$ cat src/rtl/nibble_divider_seq.sv
// rtl/nibble_divider_seq.sv - nibble-loaded 8-by-4 unsigned restoring divider
// Loads dividend high/low and divisor over a 4-bit bus, then produces one quotient bit per cycle.
module nibble_divider_seq (
  input  logic       clk,
  input  logic       rst,
  input  logic [3:0] nib_in,
  input  logic       nib_valid,
  output logic       ready,
  output logic       busy,
  output logic [7:0] q_out,
  output logic [3:0] r_out,
  output logic       done,
  output logic       div_zero
);

  typedef enum logic [2:0] {
    LOAD_HI  = 3'd0,
    LOAD_LO  = 3'd1,
    LOAD_DIV = 3'd2,
    RUN      = 3'd3,
    DONE     = 3'd4
  } state_t;

  state_t     state_q, state_d;
  logic [7:0] dvd_q;
  logic [3:0] prem_q;
  logic [6:0] quo_q;
  logic [3:0] dsr_q;
  logic [2:0] cnt_q;
  logic [7:0] q_q;
  logic [3:0] r_q;
  logic       done_q;
  logic       dz_q;

  logic       accept;
  logic [4:0] trial;
  logic       qbit;
  logic [3:0] prem_d;

  assign accept = nib_valid && ready;

  // The partial remainder never exceeds the divisor after restoring, so its top bit
  // is always zero and only four bits are held; the low-bit subtraction is exact.
  assign trial  = {prem_q, dvd_q[7]};
  assign qbit   = (trial >= {1'b0, dsr_q});
  assign prem_d = qbit ? (trial[3:0] - dsr_q) : trial[3:0];

  always_ff @(posedge clk) begin
    if (rst) begin
      state_q <= LOAD_HI;
    end else begin
      state_q <= state_d;
    end
  end

  always_comb begin
    state_d = state_q;
    case (state_q)
      LOAD_HI:  if (accept) state_d = LOAD_LO;
      LOAD_LO:  if (accept) state_d = LOAD_DIV;
      LOAD_DIV: if (accept) state_d = (nib_in == 4'h0) ? DONE : RUN;
      RUN:      if (cnt_q == 3'd7) state_d = DONE;
      DONE:     state_d = LOAD_HI;
      default:  state_d = LOAD_HI;
    endcase
  end

  always_comb begin
    ready = (state_q == LOAD_HI) || (state_q == LOAD_LO) || (state_q == LOAD_DIV);
    busy  = (state_q == RUN) || (state_q == DONE);
  end

  // The eighth quotient bit goes straight to q_out, so seven bits are kept in quo_q.
  always_ff @(posedge clk) begin
    if (rst) begin
      dvd_q  <= 8'h00;
      prem_q <= 4'h0;
      quo_q  <= 7'h00;
      dsr_q  <= 4'h0;
      cnt_q  <= 3'd0;
      q_q    <= 8'h00;
      r_q    <= 4'h0;
      done_q <= 1'b0;
      dz_q   <= 1'b0;
    end else begin
      done_q <= 1'b0;
      case (state_q)
        LOAD_HI: if (accept) dvd_q[7:4] <= nib_in;
        LOAD_LO: if (accept) dvd_q[3:0] <= nib_in;
        LOAD_DIV: begin
          if (accept) begin
            dsr_q  <= nib_in;
            prem_q <= 4'h0;
            quo_q  <= 7'h00;
            cnt_q  <= 3'd0;
            if (nib_in == 4'h0) begin
              q_q    <= 8'hFF;
              r_q    <= 4'hF;
              dz_q   <= 1'b1;
              done_q <= 1'b1;
            end
          end
        end
        RUN: begin
          dvd_q  <= {dvd_q[6:0], 1'b0};
          prem_q <= prem_d;
          quo_q  <= {quo_q[5:0], qbit};
          cnt_q  <= cnt_q + 3'd1;
          if (cnt_q == 3'd7) begin
            q_q    <= {quo_q, qbit};
            r_q    <= prem_d;
            dz_q   <= 1'b0;
            done_q <= 1'b1;
          end
        end
        default: ;
      endcase
    end
  end

  assign q_out    = q_q;
  assign r_out    = r_q;
  assign done     = done_q;
  assign div_zero = dz_q;

endmodule

$ cat config.mk
export PLATFORM = sky130hd
export DESIGN_NAME = nibble_divider_seq
export DESIGN_NICKNAME = d
export VERILOG_FILES = /design/src/rtl/nibble_divider_seq.sv
export SDC_FILE = /design/constraint.sdc
export NUM_CORES = 1
export LEC_CHECK = 0
export ABC_AREA = 1
export ABC_CLOCK_PERIOD_IN_PS = 2200
export CORE_ASPECT_RATIO = 0.75
export CORE_MARGIN = 3
export CORE_UTILIZATION = 45
export DETAILED_ROUTE_END_ITERATION = 10
export PLACE_DENSITY = 0.78
export SYNTH_ARGS = -nofsm -noshare
export SYNTH_HDL_FRONTEND = slang
export SYNTH_SLANG_ARGS = --single-unit
export TNS_END_PERCENT = 50
$ cat constraint.sdc
create_clock -name clk -period 2.2 [get_ports clk]
set_input_delay 0.44 -clock clk [delete_from_list [all_inputs] [get_ports clk]]
set_output_delay 0.44 -clock clk [all_outputs]
set_load 0.02 [all_outputs]
==> results.cfg <==
[status]
status = completed

[global_routing]
grt_max_degree = 26
grt_pass1_vias = 1586
globalRouteOverflowTotal = 0
grt_first_pass_wirelength_mm = 6.91
antenna_found_initial = 0
grt_usage_pct = 15.5

[sta]
slew_headroom_pct = 72.2
rsz0062_at_grt = no
tns_ps = 0
final_hold_viol_count = 0
fmax_mhz = 479
drv_slew = 0
worstMarginPinSlew_ps = 417
fin_skew_ps = 11.5
hold-worst-slack_ps = 462
post-route-period-util_pct = 94.9
setup_viol = 0
fin_crit_ps = 2090

[worst_hold_path]
hp-class = reg -> reg

[synth]
synthFlopType = dfxtp_1
yosys-top-cells-count = nand2_1 (60), dfxtp_1 (43), a21oi_1 (34), inv_1 (34), nor2_1 (19)
syn-num-nets = 274
synth_area_leader_cell = dfxtp_1
synth_seq_area_share_pct = 42.1
synthArstFlopShare_pct = 0
synth.distinct_cells = 32
synthCells = 260
synth-edff-count = 0
synth_top_cell_area_share_pct = 42.1
synthTopCellsByArea = dfxtp_1 (42%), nand2_1 (11%), a21oi_1 (8.3%), inv_1 (6.2%), a211oi_2 (4.9%)
syn_avg_cell_area_um2 = 7.86
ys_ff_latch = 43
yosysWarnings = 0
synth.most_common_cell = nand2_1
syn_area_um2 = 2040

[clock_tree]
clock_latency_ps = 290
clockRootBuffer = clkbuf_8
cts_max_path_buffers = 2
cts_tree = yes
cts_made_buffers = 5
post_cts_resized = 0
htreeDepth = 2
cts_hold_repair.buffers = 0
clkTransAtPathRegs_ps = 80
cts_setup_buffers = 0
cts_sinks = 43

[route]
ant_nets = 0
routed_wl_mm = 3.88
via_per_inst = 4.88
drt_iter0_markers = 67
routedWlPerCell_um = 11.4
vias = 1656
drc = 0
firstDrtPassIters = 4

[cells_and_area]
syn_to_final_growth_pct = 16.4
n_antenna_cell = 0
num-fill-cells = 372
layout-drive-gt1-share_pct = 12.0
nNetsFinal = 297

[floorplan]
die-area_um2 = 5390
rows = 20
ios = 23
fp.dieW_um = 83.8
fp.dieH_um = 64.4
core_area_um2 = 4200
start_util_pct = 48.6

[placement]
hpwl_mm = 2.78
gp_congestion = 0.893
port_buffers = 22

[worst_setup_path]
cp_data_arrival_time_ps = 1650
required_ps = 1760
crit_type = reg -> out
endpoint_kind = primary output
critPathLaunchType = register
cp_max_fo = 5

[power_and_ir_drop]
peakVddDrop_mv = 0.403
cellLeakagePower_nw = 0.984
p_per_area_nw_per_um2 = 864

[flow_run]
drv_cap = 0
-- flip-flops by register name, summed over array words and instances, names as in the netlist --
signal and cells:
r_out 4, dsr_q 4, quo_q 7, q_out 8, cnt_q 3, state_q 3, done 1, dvd_q 8
div_zero 1, prem_q 4
-- critical path: stages, from the launching register on --
cell	delay (ps)
dfxtp_1	360
inv_2	150
nand2_1	90
a21oi_1	140
clkdlybuf4s50_1	610
-- path summary, 6_finish.rpt --
kind | start | end | slack (ps) | cells after the start
max | state_q[1] | busy | 110 | 4
min | dsr_q[2] | dsr_q[2] | 460 | 2
max reg2reg | prem_q[1] | r_out[2] | 500 | 9
min reg2reg | dsr_q[2] | dsr_q[2] | 460 | 2
-- cell usage in the layout, fill, tap and decap left out, types with 4 or more instances in the layout --
cell | netlist | final
nand3_1 | 7 | 7
inv_1 | 34 | 34
inv_2 | 4 | 4
ha_1 | 6 | 6
nor2_1 | 19 | 19
o21ai_0 | 10 | 10
clkdlybuf4s50_1 | 0 | 22
nand2_1 | 60 | 60
clkbuf_8 | 1 | 7
a211oi_2 | 8 | 8
dfxtp_1 | 43 | 43
a21oi_1 | 34 | 34
-- per-stage QoR --
| stage | cells | cell area, um^2 | util (%) | worst slack, ps | total power [mW] |
|---|---|---|---|---|---|
| 3_5_place_dp | 331 | 2270 | 54.1 | 300 | 1.52 |
| 5_1_grt | 339 | 2380 | 56.6 | 3.76 | 2.19 |
| 2_1_floorplan | 260 | 2040 | - | 720 | 1.36 |
| 4_1_cts | 339 | 2380 | 56.6 | 104 | 2.08 |
| 3_3_place_gp | 331 | 2270 | 54.1 | 359 | 1.51 |
| 6_report | 339 | 2380 | 56.6 | 112 | 2.05 |
-- cell families (layout without fill, tap and decap cells) --
logic type | after synthesis | after routing | share of synthesized area [%]
AO/OA/AOI/OAI | 63 | 63 | 19.8
XOR/XNOR | 1 | 1 | 0.429
buffers and inverters | 47 | 71 | 10.9
flip-flops | 43 | 43 | 42.1
adder cells (fa/ha/maj) | 7 | 7 | 4.65
AND/OR/NAND/NOR | 99 | 99 | 22.0
-- report_power, final --
part	internal (mW)	switching, mW
Clock	0.286	0.263
Sequential	0.861	0.0499
Combinational	0.230	0.366
Total	1.38	0.678
-- layer usage --
layer | GRT usage (%) | up-vias | wire [um]
li1 | - | 882 | -
met1 | 19.9 | 729 | 1890
met2 | 25.1 | 39 | 1750
met3 | 4.25 | 6 | 195
met4 | 5.42 | 0 | 41
met5 | 0 | - | 0
-- final cells by class --
class,count,area (um^2),area share (%)
multi-input combinational,170,960,40.3
timing repair buffer,25,243,10.2
clock inverter,1,7.51,0.316
sequential,43,861,36.2
tap,55,68.8,2.89
inverter,38,143,6.00
clock buffer,7,96.3,4.05
Note: power is estimated with default switching activity, not from simulation.
